`src/rtl/trigger_gate_multi.sv`:
```
// trigger_gate_multi: NCH independent edge-triggered gate generators.
// Each channel synchronizes its trigger, detects the selected edge and then
// produces a gate of a latched duration after a latched delay, with an
// optional retrigger and a saturating accepted-event counter.
// Optional feature: define TRIG_HOLDOFF_EN to add a per-channel holdoff
// input and a HOLDOFF state entered after each gate.
module trigger_gate_multi #(
   parameter int NCH         = 4,
   parameter int DW          = 32,
   parameter int CW          = 16,
   parameter int SYNC_STAGES = 2
) (
   input  logic              clk,
   input  logic              rst,
   input  logic [NCH-1:0]    trigger,
   input  logic [NCH-1:0]    mask,
   input  logic [NCH-1:0]    edge_sel,
   input  logic [NCH-1:0]    retrig,
   input  logic [NCH*DW-1:0] delay,
   input  logic [NCH*DW-1:0] duration,
`ifdef TRIG_HOLDOFF_EN
   input  logic [NCH*DW-1:0] holdoff,
`endif
   input  logic              clr_cnt,
   output logic [NCH-1:0]    enable,
   output logic [NCH-1:0]    busy,
   output logic [NCH*CW-1:0] event_cnt
);

`ifdef TRIG_HOLDOFF_EN
   typedef enum logic [1:0] {IDLE, DELAY, ACTIVE, HOLDOFF} state_t;
`else
   typedef enum logic [1:0] {IDLE, DELAY, ACTIVE} state_t;
`endif

   for (genvar i = 0; i < NCH; i++) begin : g_ch
      logic [SYNC_STAGES-1:0] sync_r;
      logic                   prev_r;
      logic                   cur;
      logic                   edge_det;
      logic                   take_new;
      logic                   take_re;
      logic [DW-1:0]          dly_in;
      logic [DW-1:0]          dur_in;
      logic [DW-1:0]          cnt_r;
      logic [DW-1:0]          dur_lat_r;
      state_t                 state_r;
      logic                   en_r;
      logic [CW-1:0]          evt_r;
`ifdef TRIG_HOLDOFF_EN
      logic [DW-1:0]          hold_in;
      logic [DW-1:0]          hold_lat_r;
      assign hold_in = holdoff[i*DW +: DW];
`endif

      assign dly_in   = delay[i*DW +: DW];
      assign dur_in   = duration[i*DW +: DW];
      assign cur      = sync_r[SYNC_STAGES-1];
      assign edge_det = edge_sel[i] ? (prev_r & ~cur) : (~prev_r & cur);
      // A zero-length gate is never accepted, so it is never counted either.
      assign take_new = (state_r == IDLE) && edge_det && mask[i] && (dur_in != '0);
      assign take_re  = (state_r == ACTIVE) && edge_det && mask[i] && retrig[i] &&
                        (dur_in != '0);

      // Synchronizer chain and edge history; runs regardless of mask.
      always_ff @(posedge clk) begin
         if (rst) begin
            sync_r <= '0;
            prev_r <= 1'b0;
         end else begin
            sync_r <= {sync_r[SYNC_STAGES-2:0], trigger[i]};
            prev_r <= cur;
         end
      end

      // Channel FSM: cnt_r counts remaining cycles of the current state.
      always_ff @(posedge clk) begin
         if (rst) begin
            state_r <= IDLE;
            en_r    <= 1'b0;
            cnt_r   <= '0;
         end else if ((state_r != IDLE) && !mask[i]) begin
            state_r <= IDLE;
            en_r    <= 1'b0;
         end else begin
            case (state_r)
               IDLE: begin
                  if (take_new) begin
                     dur_lat_r <= dur_in;
`ifdef TRIG_HOLDOFF_EN
                     hold_lat_r <= hold_in;
`endif
                     if (dly_in != '0) begin
                        state_r <= DELAY;
                        cnt_r   <= dly_in;
                     end else begin
                        state_r <= ACTIVE;
                        cnt_r   <= dur_in;
                        en_r    <= 1'b1;
                     end
                  end
               end
               DELAY: begin
                  if (cnt_r == DW'(1)) begin
                     state_r <= ACTIVE;
                     cnt_r   <= dur_lat_r;
                     en_r    <= 1'b1;
                  end else begin
                     cnt_r <= cnt_r - DW'(1);
                  end
               end
               ACTIVE: begin
                  if (take_re) begin
                     cnt_r     <= dur_in;
                     dur_lat_r <= dur_in;
                  end else if (cnt_r == DW'(1)) begin
                     en_r <= 1'b0;
`ifdef TRIG_HOLDOFF_EN
                     if (hold_lat_r != '0) begin
                        state_r <= HOLDOFF;
                        cnt_r   <= hold_lat_r;
                     end else begin
                        state_r <= IDLE;
                     end
`else
                     state_r <= IDLE;
`endif
                  end else begin
                     cnt_r <= cnt_r - DW'(1);
                  end
               end
`ifdef TRIG_HOLDOFF_EN
               HOLDOFF: begin
                  if (cnt_r == DW'(1)) state_r <= IDLE;
                  else                 cnt_r   <= cnt_r - DW'(1);
               end
`endif
               default: begin
                  state_r <= IDLE;
                  en_r    <= 1'b0;
               end
            endcase
         end
      end

      // Accepted-event counter; clear wins over a coincident accept.
      always_ff @(posedge clk) begin
         if (rst || clr_cnt)                          evt_r <= '0;
         else if ((take_new || take_re) && (evt_r != '1)) evt_r <= evt_r + CW'(1);
      end

      assign enable[i]            = en_r;
      assign busy[i]              = (state_r != IDLE);
      assign event_cnt[i*CW +: CW] = evt_r;
   end

endmodule

```
`config.mk`:
```
export PLATFORM = sky130hd
export DESIGN_NAME = trigger_gate_multi
export DESIGN_NICKNAME = d
export VERILOG_FILES = /design/src/rtl/trigger_gate_multi.sv
export SDC_FILE = /design/constraint.sdc
export NUM_CORES = 1
export LEC_CHECK = 0
export ABC_CLOCK_PERIOD_IN_PS = 8300
export BUFFER_PORTS_ARGS = -buffer_cell sky130_fd_sc_hd__clkbuf_2
export CAP_MARGIN = 20
export CORE_ASPECT_RATIO = 2
export CORE_MARGIN = 2
export CORE_UTILIZATION = 46
export DETAILED_ROUTE_END_ITERATION = 8
export PLACE_DENSITY = 0.78
export SLEW_MARGIN = 25
export SYNTH_ARGS = -nofsm -noshare
export SYNTH_HDL_FRONTEND = slang
export SYNTH_SLANG_ARGS = --single-unit
```
`constraint.sdc`:
```
create_clock -name clk -period 8.3 [get_ports clk]
set_clock_uncertainty 0.1 [all_clocks]
set_input_delay 1.66 -clock clk [delete_from_list [all_inputs] [get_ports clk]]
set_output_delay 1.66 -clock clk [all_outputs]
set_load 0.02 [all_outputs]
```
Word level (Yosys, flattened, before mapping). Index checks and enable logic that the tools add are counted.

Flip-flop bits (word level): 344. Bits of input ports: 275. Output and inout port bits: 72. Logic and storage cells: 278.

Add/subtract/negate cells: 8. Eq/ne operators: 44. Multiplexer cells: 88. Bitwise logic cells: 21. Reductions and logical operators: 89.

Operators with widths (count): 2-to-1 mux 32 bit (28); one-hot mux 32 bit (3 select lines) (4); one-hot mux 32 bit (2 select lines) (4); nonzero test 32 bit (8); equality test 32 x 1 -> 1 bit, second input constant (4); subtractor 32 x 1 -> 32 bit, second input constant (4); adder 16 x 1 -> 16 bit, second input constant (4); inequality test 16 bit, second input constant (4); 2-to-1 mux 2 bit (20); inequality test 2 bit, second input constant (20); AND reduction 5 bit (8); logical AND 1 bit (36); AND reduction 4 bit (8); 2-to-1 mux 1 bit (24); one-hot mux 2 bit (3 select lines) (4); nonzero test 2 bit (8); inverter 1 bit (13); inequality test 3 bit, second input constant (4); one-hot mux 1 bit (3 select lines) (4); nonzero test 3 bit (4); AND 1 bit (8); equality test 2 x 1 -> 1 bit, second input constant (4); equality test 2 bit, second input constant (4); logical NOT 2 bit (4); 4 further kinds (17).

Logic depth before layout (Yosys ltp).
Depth after elaboration: 9. Gate-level depth with buffers: 11. Gate-level depth less buffers: 9.

Least setup slack after synthesis. No wires, ideal clock.

Path kind: input to register. Start point: input port rst. End point: register g_ch[2].dur_lat_r[0], enable pin. Setup time: 513 ps. Arrival time: 5680 ps. Required time: 7687 ps. Slack: 2007 ps. Stages: 4. Buffers on the path: 3. Cell sequence: clkbuf_1 -> clkbuf_1 -> clkbuf_1 -> nor4b_1.

Longest elaborated chain between the ends: 2.

RTL lines: from (decl) (line 14) `input logic rst,`; inverter 1 bit (no source line); AND reduction 5 bit (no source line); to (signal assigned) (line 89) `dur_lat_r <= dur_in;`; to (signal assigned) (line 115) `dur_lat_r <= dur_in;`; to (decl) (line 46) `logic [DW-1:0] dur_lat_r;`.

Every way passes these cells. A chain may end at the register's enable or synchronous reset.

Worst setup path in the final report.
Start point: input port duration[16]. End point: register g_ch[0].cnt_r[13].

Longest elaborated chain between the ends: 4. Elaborated cells on any way between the ends: 8. Classes of those cells: eq/ne: 2; mux: 2; reduce/logical: 4.

RTL lines: from (decl) (line 20) `input logic [NCH*DW-1:0] duration,`; nonzero test 32 bit (*) (line 61, 63); logical AND 1 bit, on equally long branches (line 62, 61); inequality test 3 bit (no source line), or another cell as far along; AND reduction 4 bit (no source line) / one-hot mux 32 bit (3 select lines) (equally long branches); to (signal assigned) (line 95) `cnt_r <= dly_in;`; to (signal assigned) (line 98) `cnt_r <= dur_in;`; to (signal assigned) (line 106) `cnt_r <= dur_lat_r;`; to (decl) (line 45) `logic [DW-1:0] cnt_r;`.

Every way passes the cells marked *; elsewhere a longest branch is shown, timed or not.

==> flow_summary.json <==
{
  "critical_path_peak_fanout": 50,
  "ys_seq_elements": 344,
  "drc": 0,
  "initial_core_util_pct": 46.4,
  "first_global_vias": 19600,
  "vdd_drop_max_mv": 0.335,
  "fmax_ghz": 0.210,
  "layout_common_cells": "clkbuf_2, dfxtp_1, nor2_1",
  "slew_headroom_pct": 26.2,
  "synth-async-reset-ratio_pct": 0,
  "hpwl_um": 53400,
  "grtUsageTotal_pct": 31.3,
  "grt_first_pass_wirelength_um": 108000,
  "met3_length_um": 5250,
  "cts_tree": "yes",
  "syn_area_mm2": 0.0197,
  "fill_cells": 3829,
  "drt-total-wl_um": 72700,
  "netlist.area_leader.share_pct": 22.0,
  "finalSetupTns_ns": 0,
  "ios": 347,
  "crit_start": "duration[16]",
  "cp.required_ns": 8.63,
  "layout_commonest_cell": "clkbuf_2",
  "fin_hold_ws_ns": 0.350,
  "die_y_um": 296,
  "crit_path_max_incr_delay_ns": 0.88,
  "cts_resized": 0,
  "core_area_mm2": 0.0424,
  "cts.path.max_buffers": 3,
  "viasPerCell": 6.71,
  "yosys_warnings": 0,
  "tightest_slew_ns": 1.11,
  "period_needed_ns": 4.76,
  "ctsHoldBuffers": 0,
  "cp-start-kind": "input port",
  "cts-buffers-inserted": 36,
  "fin_total_pwr_mw": 7.29,
  "drt_pass1_iterations": 6,
  "clk_latency_ns": 0.53,
  "synth_area_leaders": "dfxtp_1, edfxtp_1, a221oi_1",
  "postCtsSetupRepairBufs": 0,
  "drive_above_1_share_pct": 20.4,
  "finalHoldViolCount": 0,
  "status": "finished, final reports clean",
  "cp-end-kind": "flip-flop",
  "leakagePower_nw": 8.58,
  "drt-initial-drc-count": 1285,
  "synth-edff-count": 128,
  "cts.clk_slew.worst_paths_ns": 0.06,
  "crit_family": "simple AND/OR/NAND/NOR gates",
  "num_vias": 19900,
  "clock-root-buffer": "clkbuf_16",
  "ant_nets": 0,
  "fin_crit_sh_pct": 57.3,
  "ys.flop_type": "dfxtp_1",
  "areaGrowthSynthToFinish_pct": 16.8,
  "rsz0062_at_grt": "no",
  "row_count": 107,
  "ys_seq_area_share_pct": 41.5,
  "worstSetupPathType": "input port to flip-flop",
  "yosys.area.top_type": "dfxtp_1",
  "routed.top_layer": "met5",
  "syn_inst": 2123,
  "cts_max_level": 2,
  "dr_wl_met2_um": 37800,
  "syn-mean-instance-area_um2": 9.27,
  "grt_start_max_net_pins": 66,
  "die-area_mm2": 0.0445,
  "worstHoldStart": "g_ch[2].sync_r[0]",
  "min_path_type": "flip-flop to flip-flop",
  "die_x_um": 150,
  "antenna_found_initial": 6,
  "cap_violations": 0,
  "place.gp.congestion": 0.955,
  "clock_sinks": 344,
  "layout.nets": 2700,
  "portBuffers": 346,
  "grt-ovfl-total": 0,
  "pwr_density_cell_mw_per_mm2": 317,
  "syn_nets": 2426,
  "cp_cell_sequence": "clkbuf_2 -> nor4_1 -> and4_1 -> a21o_1 -> o21ai_0 -> o21ai_4 -> buf_4 -> a2111oi_0 -> a2111oi_4",
  "ys_types": 89,
  "drv_slew": 0,
  "crit_buf_inv": 2,
  "rr_startpoint": "g_ch[3].cnt_r[20]",
  "slowest_stage": "nor4_1",
  "wl_met1_um": 23000,
  "arrival_ns": 5.08,
  "setup_viol": 0,
  "wl_per_cell_um": 24.5
}
power by group:
group          switching, mW  total, mW  internal [mW]
clock                  0.701       1.64          0.936
combinational           2.22       3.54           1.32
sequential             0.198       2.11           1.91
total                   3.12       7.29           4.17
flip-flops by register name, indices dropped and copies added, names as in the netlist:
register        flops
g_ch.prev_r         4
g_ch.state_r        8
g_ch.evt_r         64
g_ch.en_r           4
g_ch.sync_r         8
g_ch.dur_lat_r    128
g_ch.cnt_r        128
cells by family after synthesis:
group | share of synthesized area [%]
compound gates | 24.9
xor+xnor | 5.43
fa+ha+maj | 1.78
buf+inv | 4.34
flops | 41.5
mux | 1.11
simple gates | 21.0
final cells by class:
type                            instances  area (um^2)  area share [%]
Tap cell                              545          682            2.97
Clock buffer                           52         1040            4.54
Sequential cell                       344         8170            35.5
Clock inverter                         12          115           0.501
Antenna cell                            3         7.51          0.0327
Multi-Input combinational cell       1574        10700            46.7
Inverter                               57          214           0.931
Timing Repair Buffer                  384         2020            8.79
final timing paths:
kind | to | slack [ns] | cells after the start
setup / recovery | g_ch[0].cnt_r[13] | 3.54 | 9
hold / removal | g_ch[2].sync_r[1] | 0.35 | 1
setup reg to reg | g_ch[3].cnt_r[5] | 4.60 | 6
hold reg to reg | g_ch[2].sync_r[1] | 0.35 | 1
Yosys cell counts (19+ instances only):
cell type / n
nor2_1: 172
dfxtp_1: 216
ha_1: 28
a221o_1: 22
inv_1: 54
a211o_1: 86
a32o_1: 58
o21ai_0: 83
nor3_1: 73
a211oi_1: 45
or3_1: 25
clkbuf_1: 105
a21o_1: 19
xor2_1: 54
nor4_1: 108
nand2_1: 143
edfxtp_1: 128
a21oi_1: 55
nand4_1: 47
nand3_1: 77
xnor2_1: 68
a221oi_1: 87
and3_1: 20
buf_2: 28
per-stage QoR:
step	utilization, %	std cells	setup slack (ns)	instance area, um^2
3_3_place_gp	51.4	2904	3.29	21800
6_report	54.1	2971	3.54	23000
3_5_place_dp	51.4	2904	3.20	21800
5_1_grt	54.1	2970	3.47	23000
2_1_floorplan	-	2123	2.01	19700
4_1_cts	54.1	2968	3.75	23000
layer usage:
layer,GRT usage [%],up-vias
met4,24.4,8
li1,-,8940
met2,58.0,1106
met3,5.43,340
met5,0,-
met1,29.9,9543
Note: power is estimated with default switching activity, not from simulation.
